===== config.mk =====
export PLATFORM = sky130hd
export DESIGN_NAME = branch_predictor
export DESIGN_NICKNAME = d
export VERILOG_FILES = /design/src/rtl/branch_predictor.sv
export SDC_FILE = /design/constraint.sdc
export NUM_CORES = 1
export LEC_CHECK = 0
export BUFFER_PORTS_ARGS = -buffer_cell sky130_fd_sc_hd__buf_2
export CAP_MARGIN = 30
export CORE_ASPECT_RATIO = 1.1
export CORE_UTILIZATION = 63
export DETAILED_ROUTE_END_ITERATION = 16
export PLACE_DENSITY_LB_ADDON = 0.1
export SLEW_MARGIN = 10
export SYNTH_ARGS = -nofsm -noshare
export SYNTH_HDL_FRONTEND = slang
export SYNTH_SLANG_ARGS = --single-unit
export TNS_END_PERCENT = 30

===== constraint.sdc =====
create_clock -name clk -period 5.6 [get_ports clk]
set_input_delay 1.12 -clock clk [delete_from_list [all_inputs] [get_ports clk]]
set_output_delay 1.12 -clock clk [all_outputs]
set_load 0.005 [all_outputs]

===== src/rtl/branch_predictor.sv =====
// Bimodal branch predictor: 2-bit saturating counters read in ID, trained in EX,
// with one ID->EX prediction register and saturating branch/mispredict counters.
module branch_predictor #(
   parameter int INDEX_BITS = 6,
   parameter int CNT_WIDTH  = 32
) (
   input  logic                 clk,
   input  logic                 rst,
   input  logic                 stall,
   input  logic                 ID_Branch,
   input  logic [31:0]          ID_pc,
   input  logic                 ID_Flush,
   input  logic                 EX_Flush,
   input  logic                 EX_Branch,
   input  logic [31:0]          EX_pc,
   input  logic                 EX_taken,
   output logic [1:0]           ID_branch_prediction,
   output logic [1:0]           prediction_status,
   output logic [CNT_WIDTH-1:0] branch_count,
   output logic [CNT_WIDTH-1:0] mispredict_count
);

   localparam int ENTRIES = 1 << INDEX_BITS;

   typedef enum logic [1:0] {
      ST_MISS_TAKEN    = 2'b00,
      ST_MISS_NOTTAKEN = 2'b01,
      ST_CORRECT       = 2'b10,
      ST_IDLE          = 2'b11
   } status_e;

   logic [1:0]            pht [ENTRIES];
   logic [INDEX_BITS-1:0] id_idx;
   logic [INDEX_BITS-1:0] ex_idx;
   logic                  ex_valid;
   logic [1:0]            ex_pred;
   logic                  resolve;
   logic                  mispredict;
   logic [1:0]            ex_cur;
   logic [1:0]            ex_next;
   status_e               status;

   // Word-aligned PCs: the two low bits and everything above the index are ignored.
   logic unused_pc_bits;
   assign unused_pc_bits = ^{ID_pc[31:INDEX_BITS+2], ID_pc[1:0],
                             EX_pc[31:INDEX_BITS+2], EX_pc[1:0]};

   assign id_idx = ID_pc[INDEX_BITS+1:2];
   assign ex_idx = EX_pc[INDEX_BITS+1:2];

   // Plain array read, so a same-cycle EX write is not visible until the next cycle.
   assign ID_branch_prediction = pht[id_idx];

   assign resolve    = EX_Branch & ex_valid & ~stall;
   assign mispredict = resolve & (ex_pred[1] ^ EX_taken);
   assign ex_cur     = pht[ex_idx];

   // NOTE: every variable written here gets a default first, so no latch is inferred.
   always_comb begin
      ex_next = ex_cur;
      if (EX_taken) begin
         if (ex_cur != 2'b11) ex_next = ex_cur + 2'b01;
      end else begin
         if (ex_cur != 2'b00) ex_next = ex_cur - 2'b01;
      end
   end

   always_comb begin
      status = ST_IDLE;
      if (resolve) begin
         if (!mispredict)     status = ST_CORRECT;
         else if (ex_pred[1]) status = ST_MISS_NOTTAKEN;
         else                 status = ST_MISS_TAKEN;
      end
   end

   assign prediction_status = status;

   // NOTE: the table is architectural state with a defined reset value, so every
   // entry is reset here rather than left to power-up contents.
   always_ff @(posedge clk) begin
      if (rst) begin
         for (int i = 0; i < ENTRIES; i++) pht[i] <= 2'b01;
      end else if (resolve) begin
         pht[ex_idx] <= ex_next;
      end
   end

   // NOTE: sequential state uses non-blocking assignments only, so every register
   // samples pre-edge values regardless of block ordering.
   always_ff @(posedge clk) begin
      if (rst) begin
         ex_valid <= 1'b0;
         ex_pred  <= 2'b01;
      end else if (!stall) begin
         ex_valid <= ID_Branch & ~ID_Flush & ~EX_Flush;
         ex_pred  <= ID_branch_prediction;
      end
   end

   always_ff @(posedge clk) begin
      if (rst) begin
         branch_count     <= '0;
         mispredict_count <= '0;
      end else begin
         if (resolve && (branch_count != '1))
            branch_count <= branch_count + 1'b1;
         if (mispredict && (mispredict_count != '1))
            mispredict_count <= mispredict_count + 1'b1;
      end
   end

endmodule


==> Word-level counts from Yosys, hierarchy flattened <==
Memory sizes are Yosys's and may differ from the RTL's.
Cells that the tools add are included.
{ "classes": {"n_mux": 14, "reduce_logical": 4, "n_addsub": 4, "n_eq_ne": 3, "n_bitwise": 9} }
{ "op_table": {"columns": ["cell", "count"], "rows": [
  ["32-bit by 1-bit adder with 32-bit output (second input constant)", 2],
  ["32-bit inequality test (second input constant)", 2],
  ["2-bit two-way mux", 6],
  ["1-bit two-way mux", 7],
  ["6-bit two-way mux", 1],
  ["1-bit bitwise AND", 5],
  ["1-bit inverter", 3],
  ["2-bit by 1-bit adder with 2-bit output (second input constant)", 1],
  ["1-bit logical AND", 2],
  ["2-bit inequality test (second input constant)", 1],
  ["2-bit nonzero test", 1],
  ["2-bit OR reduction", 1],
  ["2-bit by 1-bit subtractor with 2-bit output (second input constant)", 1],
  ["1-bit bitwise XOR", 1]
]} }
{ "totals": {"register_bits": 67, "input_bits": 72, "ram_bits": 128, "word_cells": 39, "memories": 1, "out_inout_bits": 68} }
{ "memory_table": {"columns": ["name", "depth", "width", "read_ports", "rd_ports_with_merged_regs", "wr", "line_no", "text"], "rows": [
  ["pht", 64, 2, 2, 0, 64, "32", "logic [1:0] pht [ENTRIES];"]
]} }

==> Longest topological paths before layout <==
Gate-level depths: netlist of run 1.
{ "depth": {"ltp_word": 7, "depth_mapped": 12, "ltp_nobuf": 8} }

==> Worst setup path before layout of run 1 <==
No wires, ideal clock.
{ "synth_timing": {"path_type": "input to output", "from": "input port ID_pc[2]", "to": "output port ID_branch_prediction[0]", "path_stages": 6, "setup_slack_ns": 1.126, "path_buffers": 3, "required_time_ns": 4.480, "t_arrival_ns": 3.354, "cell_sequence": "buf_2 > buf_2 > buf_2 > mux4_2 > mux4_2 > mux4_2"} }
{ "synth_via": {"elab_chain_len": 1} }
{ "synth_rtl": {"columns": ["item", "line_no", "text"], "rows": [
  ["from (decl)", "11", "input logic [31:0] ID_pc,"],
  ["memory read 64 x 2 bit", null, null],
  ["to (decl)", "17", "output logic [1:0] ID_branch_prediction,"]
]} }
Every way passes these cells.

==> Worst setup path in the final report of run 1 <==
{ "layout_timing": {"from": "input port ID_pc[3]", "to": "output port ID_branch_prediction[1]"} }
The elaborated chain is that of the path after synthesis.

==> flow_summary.yaml, run 1 <==
floorplanning:
  die_height_um: 139.1
  placementRows: 49
  effective_utilization_at_floorplan_pct: 65.06
  die_ar_um2: 17620
  core_um2: 16550
  ios: 140
  chipWidth_um: 126.7
job:
  cap_violations: 0
clock_network:
  cts_sinks: 194
  worstSkewPairLatency_ns: 0.44
  htree_levels: 4
  cts_setup_buffers: 0
  clkSlewWorstSetupHoldPaths_ns: 0.07
  cts_resized: 0
  clock-root-buffer: "sky130_fd_sc_hd__clkbuf_16"
  tritoncts: "yes"
  cts_hold_buffers: 0
  ctsLongestPathBuffers: 2
  cts-buffers-inserted: 17
drt:
  detail_route.vias_per_cell: 6.512
  routedWlPerCell_um: 21.51
  total_drc_errors_in_the_routed_layout: 0
  antenna_left: 0
  detail_route.first_pass.iterations: 5
  routed_wl_um: 27630
  vias: 8361
  dr.first_iter.drc_count: 865
critical_path:
  critical_path.endpoint_type: "primary output"
  crit_chain: "buf_2, mux4_2, mux4_2, nor2b_1, a211oi_1, a21oi_1, buf_2"
  crit_arrival_ns: 3.38
  critPathLaunchType: "primary input"
  worst_path_max_delay_cell: "sky130_fd_sc_hd__buf_2"
  timing.critical_path.from: "ID_pc[3]"
  r2r_start: "pht[58][1]"
  r2r_setup_slack_ns: 2.60
  critical_path_peak_fanout: 32
  worstSetupPathType: "primary input to primary output"
  worstSetupEndpoint: "ID_branch_prediction[1]"
  cpPeakStageDelay_ns: 0.64
  critical_register_to_register_path_endpoint: "pht[34][0]"
  required_ns: 4.48
  reg2reg_depth: 8
yosys:
  syn_area_per_cell_um2: 10.59
  synth_edf_count: 128
  synthesis.area_um2: 10770
  synth_cells: 1017
  yosys_most_used_dff: "sky130_fd_sc_hd__edfxtp_1"
  synth-seq-cells: 194
  async_reset_ff_share_pct: 0
  synth_fp_nets: 1091
  yosys_warnings: 0
  yosysUniqueCellTypes: 63
  proportion_of_synthesized_chip_area_in_sequential_cells_pct: 47.96
layout:
  area_growth_pct: 9.887
  seq_area_um2: 5165
  fillCellCount: 1219
  multi_input_area_um2: 5150
  layout-drive-gt1-share_pct: 21.94
  final_nets: 1141
  n_antenna_cell: 0
  post-route-cell-area_um2: 11830
min_path:
  min-delay-path-class: "flop to flop"
timing:
  finalClockSkew_ns: 0.01190
  setup_total_negative_slack_ns: 0
  maxSlewHeadroom_pct: 36.72
  transition_time_at_the_pin_with_the_least_slew_margin_ns: 0.9457
  finalMaxSlewViolations: 0
  timing.final.setup_violations: 0
  rsz0062_at_grt: "false"
  final_hold_viol_count: 0
  period_utilization_post_route_pct: 80.31
  layout_min_cycle_time_ns: 4.498
  max_clock_freq_mhz: 222.3
place:
  place_area_um2: 11240
  port_buffers: 87
  finalWeightedCongestion: 0.9789
  hpwlAfterDp_um: 19030
global_routing:
  grt_max_degree: 87
  grt_pass1_vias: 7960
  grtUsageTotal_pct: 32.34
  grt_antenna_before_repair: 0
  first_pass_grt_wire_length_um: 42870
  grt_remaining_overflow: 0
pwr:
  power_density_nw_per_um2: 259.6
  power.static_leakage_nw: 3.925
  max-vdd-ir-drop_v: 0.0002281
status:
  status: "completed"
[state kept, by name, indices dropped and copies added, names as in the netlist]
name,cells
branch_count,32
mispredict_count,32
ex_pred,1
ex_valid,1
pht,128
[per-layer routing]
metal	routed length (um)	up-vias	track usage [%]
li1	-	3826	-
met1	10610	3981	41.57
met2	13080	465	51.53
met3	2604	89	6.867
met4	1331	0	17.54
met5	0	-	0
[per-stage QoR]
stage                     util [%]  hold WS, ns  std cells  total power, mW  setup slack (ns)
after floorplan                  -       0.4748       1017            1.806             1.126
after global placement       67.88       0.4895       1250            1.879             1.134
after detailed placement     67.93       0.5062       1251            1.884             1.092
after CTS                    71.46       0.5156       1283            3.079             1.126
after global routing         71.49       0.5274       1284            3.151             1.012
final                        71.49       0.5108       1284            3.073             1.102
[critical path, delay by kind of cell]
family / cells / cell delay (ns)
buffers and inverters: 2 / 0.81
AO/OA/AOI/OAI: 2 / 0.36
AND/OR/NAND/NOR: 1 / 0.14
multiplexers: 2 / 0.93
[where the power goes]
group / internal, mW / leakage, nW / switching (mW)
combinational: 0.112 / 2.00 / 0.197
sequential: 1.54 / 1.64 / 0.0116
clock: 0.637 / 0.289 / 0.578
total: 2.29 / 3.93 / 0.787
[cell families after synthesis]
family / after synthesis / share of synthesized area (%)
AO/OA/AOI/OAI: 90 / 6.007
buffers and inverters: 90 / 4.264
AND/OR/NAND/NOR: 503 / 23.23
multiplexers: 81 / 13.61
XOR/XNOR: 55 / 4.473
flip-flops: 194 / 47.96
adder cells (fa/ha/maj): 4 / 0.4647
[synthesized netlist by cell type, drive strengths merged (4+ instances only)]
master,count,share of area (%)
nor2,141,4.9
edfxtp,128,36
nand2,91,3.2
nand3,76,3.5
dfxtp,66,12
nor3,56,2.7
mux4,51,11
clkbuf,44,1.5
xnor2,39,3.2
nand2b,38,2.2
buf,33,2.3
or2,20,1.2
a21o,19,1.3
mux2i,17,1.6
xor2,16,1.3
a21oi,14,0.65
and3,14,0.86
nand4,14,0.81
mux2,13,1.4
inv,12,0.42
o21ai,10,0.46
a221oi,8,0.65
and4,8,0.65
a22oi,7,0.49
and2,7,0.41
nor2b,7,0.41
o211ai,7,0.49
or3,7,0.41
a32oi,5,0.41
nor3b,5,0.50
nor4,5,0.35
and3b,4,0.33
[worst min-delay path by stage]
| stage | endpoint | start | cells past startpoint |
|---|---|---|---|
| 6_report | branch_count[17] | branch_count[17] | 2 |
| 5_1_grt | branch_count[17] | branch_count[17] | 2 |
| 4_1_cts | branch_count[17] | branch_count[17] | 2 |
| 3_5_place_dp | ex_valid | ex_valid | 2 |
| 3_3_place_gp | branch_count[17] | branch_count[17] | 2 |
| 2_1_floorplan | ex_valid | ex_valid | 2 |
[layout make-up]
class                   instances  share of cell area (%)
flip-flops and latches        194                   43.65
repair buffers                108                   5.329
clock buffers                  19                   4.018
multi-input cells             733                   43.52
inverters                      13                  0.4124
well taps                     204                   2.157
clock inverters                13                  0.9199
[cells in the final DEF, fill, tap and decap left out, types with 4 or more instances in the layout]
| cell type | n |
|---|---|
| sky130_fd_sc_hd__a21o_1 | 19 |
| sky130_fd_sc_hd__a21oi_1 | 14 |
| sky130_fd_sc_hd__a221oi_1 | 8 |
| sky130_fd_sc_hd__a22oi_1 | 7 |
| sky130_fd_sc_hd__a32oi_1 | 5 |
| sky130_fd_sc_hd__and2_1 | 6 |
| sky130_fd_sc_hd__and3_1 | 13 |
| sky130_fd_sc_hd__and3b_1 | 4 |
| sky130_fd_sc_hd__and4_1 | 8 |
| sky130_fd_sc_hd__buf_2 | 86 |
| sky130_fd_sc_hd__buf_4 | 18 |
| sky130_fd_sc_hd__clkbuf_16 | 19 |
| sky130_fd_sc_hd__dfxtp_1 | 66 |
| sky130_fd_sc_hd__edfxtp_1 | 128 |
| sky130_fd_sc_hd__inv_1 | 12 |
| sky130_fd_sc_hd__inv_8 | 4 |
| sky130_fd_sc_hd__mux2_2 | 13 |
| sky130_fd_sc_hd__mux2i_1 | 17 |
| sky130_fd_sc_hd__mux4_2 | 51 |
| sky130_fd_sc_hd__nand2_1 | 91 |
| sky130_fd_sc_hd__nand2b_1 | 38 |
| sky130_fd_sc_hd__nand3_1 | 76 |
| sky130_fd_sc_hd__nand4_1 | 14 |
| sky130_fd_sc_hd__nor2_1 | 141 |
| sky130_fd_sc_hd__nor2b_1 | 7 |
| sky130_fd_sc_hd__nor3_1 | 52 |
| sky130_fd_sc_hd__nor3_2 | 4 |
| sky130_fd_sc_hd__nor4_1 | 4 |
| sky130_fd_sc_hd__o211ai_1 | 7 |
| sky130_fd_sc_hd__o21ai_0 | 9 |
| sky130_fd_sc_hd__or2_2 | 20 |
| sky130_fd_sc_hd__or3_1 | 7 |
| sky130_fd_sc_hd__xnor2_1 | 39 |
| sky130_fd_sc_hd__xor2_1 | 16 |
No activity file was read; power rests on OpenSTA's default activity.
==> run 2: changes to the inputs <==
--- a/config.mk
+++ b/config.mk
@@ -8,7 +8,7 @@
 export BUFFER_PORTS_ARGS = -buffer_cell sky130_fd_sc_hd__buf_2
 export CAP_MARGIN = 30
 export CORE_ASPECT_RATIO = 1.1
-export CORE_UTILIZATION = 63
+export CORE_UTILIZATION = 59
 export DETAILED_ROUTE_END_ITERATION = 16
 export PLACE_DENSITY_LB_ADDON = 0.1
 export SLEW_MARGIN = 10
==> constraint.sdc (replaced) <==
create_clock -name clk -period 4.55 [get_ports clk]
set_input_delay 0.91 -clock clk [delete_from_list [all_inputs] [get_ports clk]]
set_output_delay 0.91 -clock clk [all_outputs]
set_load 0.005 [all_outputs]
==> run 2 against run 1 <==
Against the previous run:
- register-to-register slack lost 0.76 ns
- power up 24%
- critical path type unchanged
- sequential power up 23%
- die area increased by 6.7%
==> flow_summary.yaml, run 2 (synthesized netlist as in run 1, its figures left out) <==
drt:
  vias: 8416
  dr.first_iter.drc_count: 875
  detail_route.vias_per_cell: 6.361
  antenna_left: 0
  routed_wl_um: 28040
  detail_route.first_pass.iterations: 5
  total_drc_errors_in_the_routed_layout: 0
  routedWlPerCell_um: 21.19
clock_network:
  clock-root-buffer: "sky130_fd_sc_hd__clkbuf_16"
  cts_hold_buffers: 0
  cts_sinks: 194
  cts_resized: 0
  clkSlewWorstSetupHoldPaths_ns: 0.08
  worstSkewPairLatency_ns: 0.45
  tritoncts: "yes"
  htree_levels: 4
  cts-buffers-inserted: 17
  cts_setup_buffers: 0
  ctsLongestPathBuffers: 2
floorplanning:
  die_ar_um2: 18800
  chipWidth_um: 130.8
  die_height_um: 143.7
  ios: 140
  placementRows: 51
  core_um2: 17800
  effective_utilization_at_floorplan_pct: 60.49
place:
  hpwlAfterDp_um: 19380
  port_buffers: 87
  finalWeightedCongestion: 0.8903
  place_area_um2: 11360
layout:
  layout-drive-gt1-share_pct: 22.21
  final_nets: 1146
  n_antenna_cell: 0
  post-route-cell-area_um2: 11980
  mostFrequentLayoutCell: "sky130_fd_sc_hd__nor2_1"
  largest_register: "pht"
  largest_registers: "pht: 128 flops, branch_count: 32 flops, mispredict_count: 32 flops"
  largest_reg_flops: 128
  area_growth_pct: 11.20
  final_cell_mix: "sky130_fd_sc_hd__nor2_1, sky130_fd_sc_hd__edfxtp_1, sky130_fd_sc_hd__nand2_1, sky130_fd_sc_hd__buf_2, sky130_fd_sc_hd__nand3_1"
critical_path:
  r2r_setup_slack_ns: 1.84
  crit_chain: "buf_2, buf_12, mux4_2, mux4_2, nor2b_1, a211oi_1, a21oi_1, buf_2"
  worst_path_max_delay_cell: "sky130_fd_sc_hd__mux4_2"
  cpPeakStageDelay_ns: 0.56
  cp_top_family: "multiplexers"
  crit_arrival_ns: 3.06
  worstSetupPathType: "primary input to primary output"
  required_ns: 3.64
  critPathLaunchType: "primary input"
  critPathBufInv: 3
  critical_path.endpoint_type: "primary output"
  critical_path_peak_fanout: 32
timing:
  final_hold_viol_count: 0
  rsz0062_at_grt: "false"
  setup_total_negative_slack_ns: 0
  finalClockSkew_ns: 0.01445
  period_utilization_post_route_pct: 87.20
  finalMaxSlewViolations: 0
  timing.final.setup_violations: 0
  transition_time_at_the_pin_with_the_least_slew_margin_ns: 0.8913
  maxSlewHeadroom_pct: 40.22
  layout_min_cycle_time_ns: 3.967
  max_clock_freq_mhz: 252.1
global_routing:
  grt_pass1_vias: 7873
  grt_remaining_overflow: 0
  first_pass_grt_wire_length_um: 43440
  grtUsageTotal_pct: 31.24
  grt_max_degree: 105
  grt_antenna_before_repair: 0
pwr:
  power.static_leakage_nw: 3.964
  power_density_nw_per_um2: 317.4
  max-vdd-ir-drop_v: 0.0002994
status:
  status: "completed"
job:
  cap_violations: 0
min_path:
  min-delay-path-class: "flop to flop"
## run 2: changes by cell type in the layout (fill, tap and decap cells not counted), sizes merged
cell | previous run | this run
clkinv | 4 | 6
buf | 107 | 113
clkbuf | 20 | 17
## run 2: per-stage QoR
| step | total power [mW] | setup slack (ns) | util, % | instances | hold slack (ns) |
|---|---|---|---|---|---|
| 2_1_floorplan | 2.223 | 0.4958 | - | 1017 | 0.4748 |
| 3_3_place_gp | 2.328 | 0.6167 | 63.75 | 1289 | 0.4879 |
| 3_5_place_dp | 2.333 | 0.6065 | 63.81 | 1290 | 0.4949 |
| 4_1_cts | 3.814 | 0.5950 | 67.11 | 1322 | 0.5071 |
| 5_1_grt | 3.916 | 0.4629 | 67.26 | 1323 | 0.5328 |
| 6_report | 3.801 | 0.5826 | 67.26 | 1323 | 0.5053 |
## run 2: worst reg2reg max path, stage by stage (launching register included)
cell and delay [ns]:
sky130_fd_sc_hd__edfxtp_1 0.40, sky130_fd_sc_hd__mux2_2 0.28, sky130_fd_sc_hd__a22oi_1 0.19, sky130_fd_sc_hd__o211ai_1 0.09
sky130_fd_sc_hd__or4_1 0.59, sky130_fd_sc_hd__and4bb_1 0.33, sky130_fd_sc_hd__maj3_4 0.22, sky130_fd_sc_hd__buf_12 0.20
sky130_fd_sc_hd__nand3_1 0.11
## run 2: final cells by class
class / instances / area, um^2
fill: 1347 / 5828
sequential: 194 / 5165
multi-input combinational: 733 / 5145
timing repair buffer: 113 / 732.0
clock buffer: 17 / 425.4
tap: 238 / 297.8
clock inverter: 15 / 161.4
inverter: 13 / 48.80
## run 2: metal layers
| layer | track usage [%] | vias to the layer above | share of wire, % |
|---|---|---|---|
| li1 | - | 3827 | - |
| met1 | 40.64 | 4061 | 40 |
| met2 | 48.79 | 448 | 47 |
| met3 | 7.744 | 80 | 9.2 |
| met4 | 15.06 | 0 | 3.8 |
| met5 | 0 | - | 0 |
## run 2: final timing paths
kind                    start                       to  cells after the start
max                  ID_pc[2]  ID_branch_prediction[1]                      8
min          branch_count[17]         branch_count[17]                      2
max reg2reg        pht[58][1]               pht[35][0]                      8
min reg2reg  branch_count[17]         branch_count[17]                      2
## run 2: power breakdown
group | total (mW) | internal [mW] | switching (mW)
clock network | 1.50 | 0.737 | 0.760
registers | 1.90 | 1.89 | 0.0145
logic | 0.399 | 0.149 | 0.250
total | 3.80 | 2.78 | 1.02
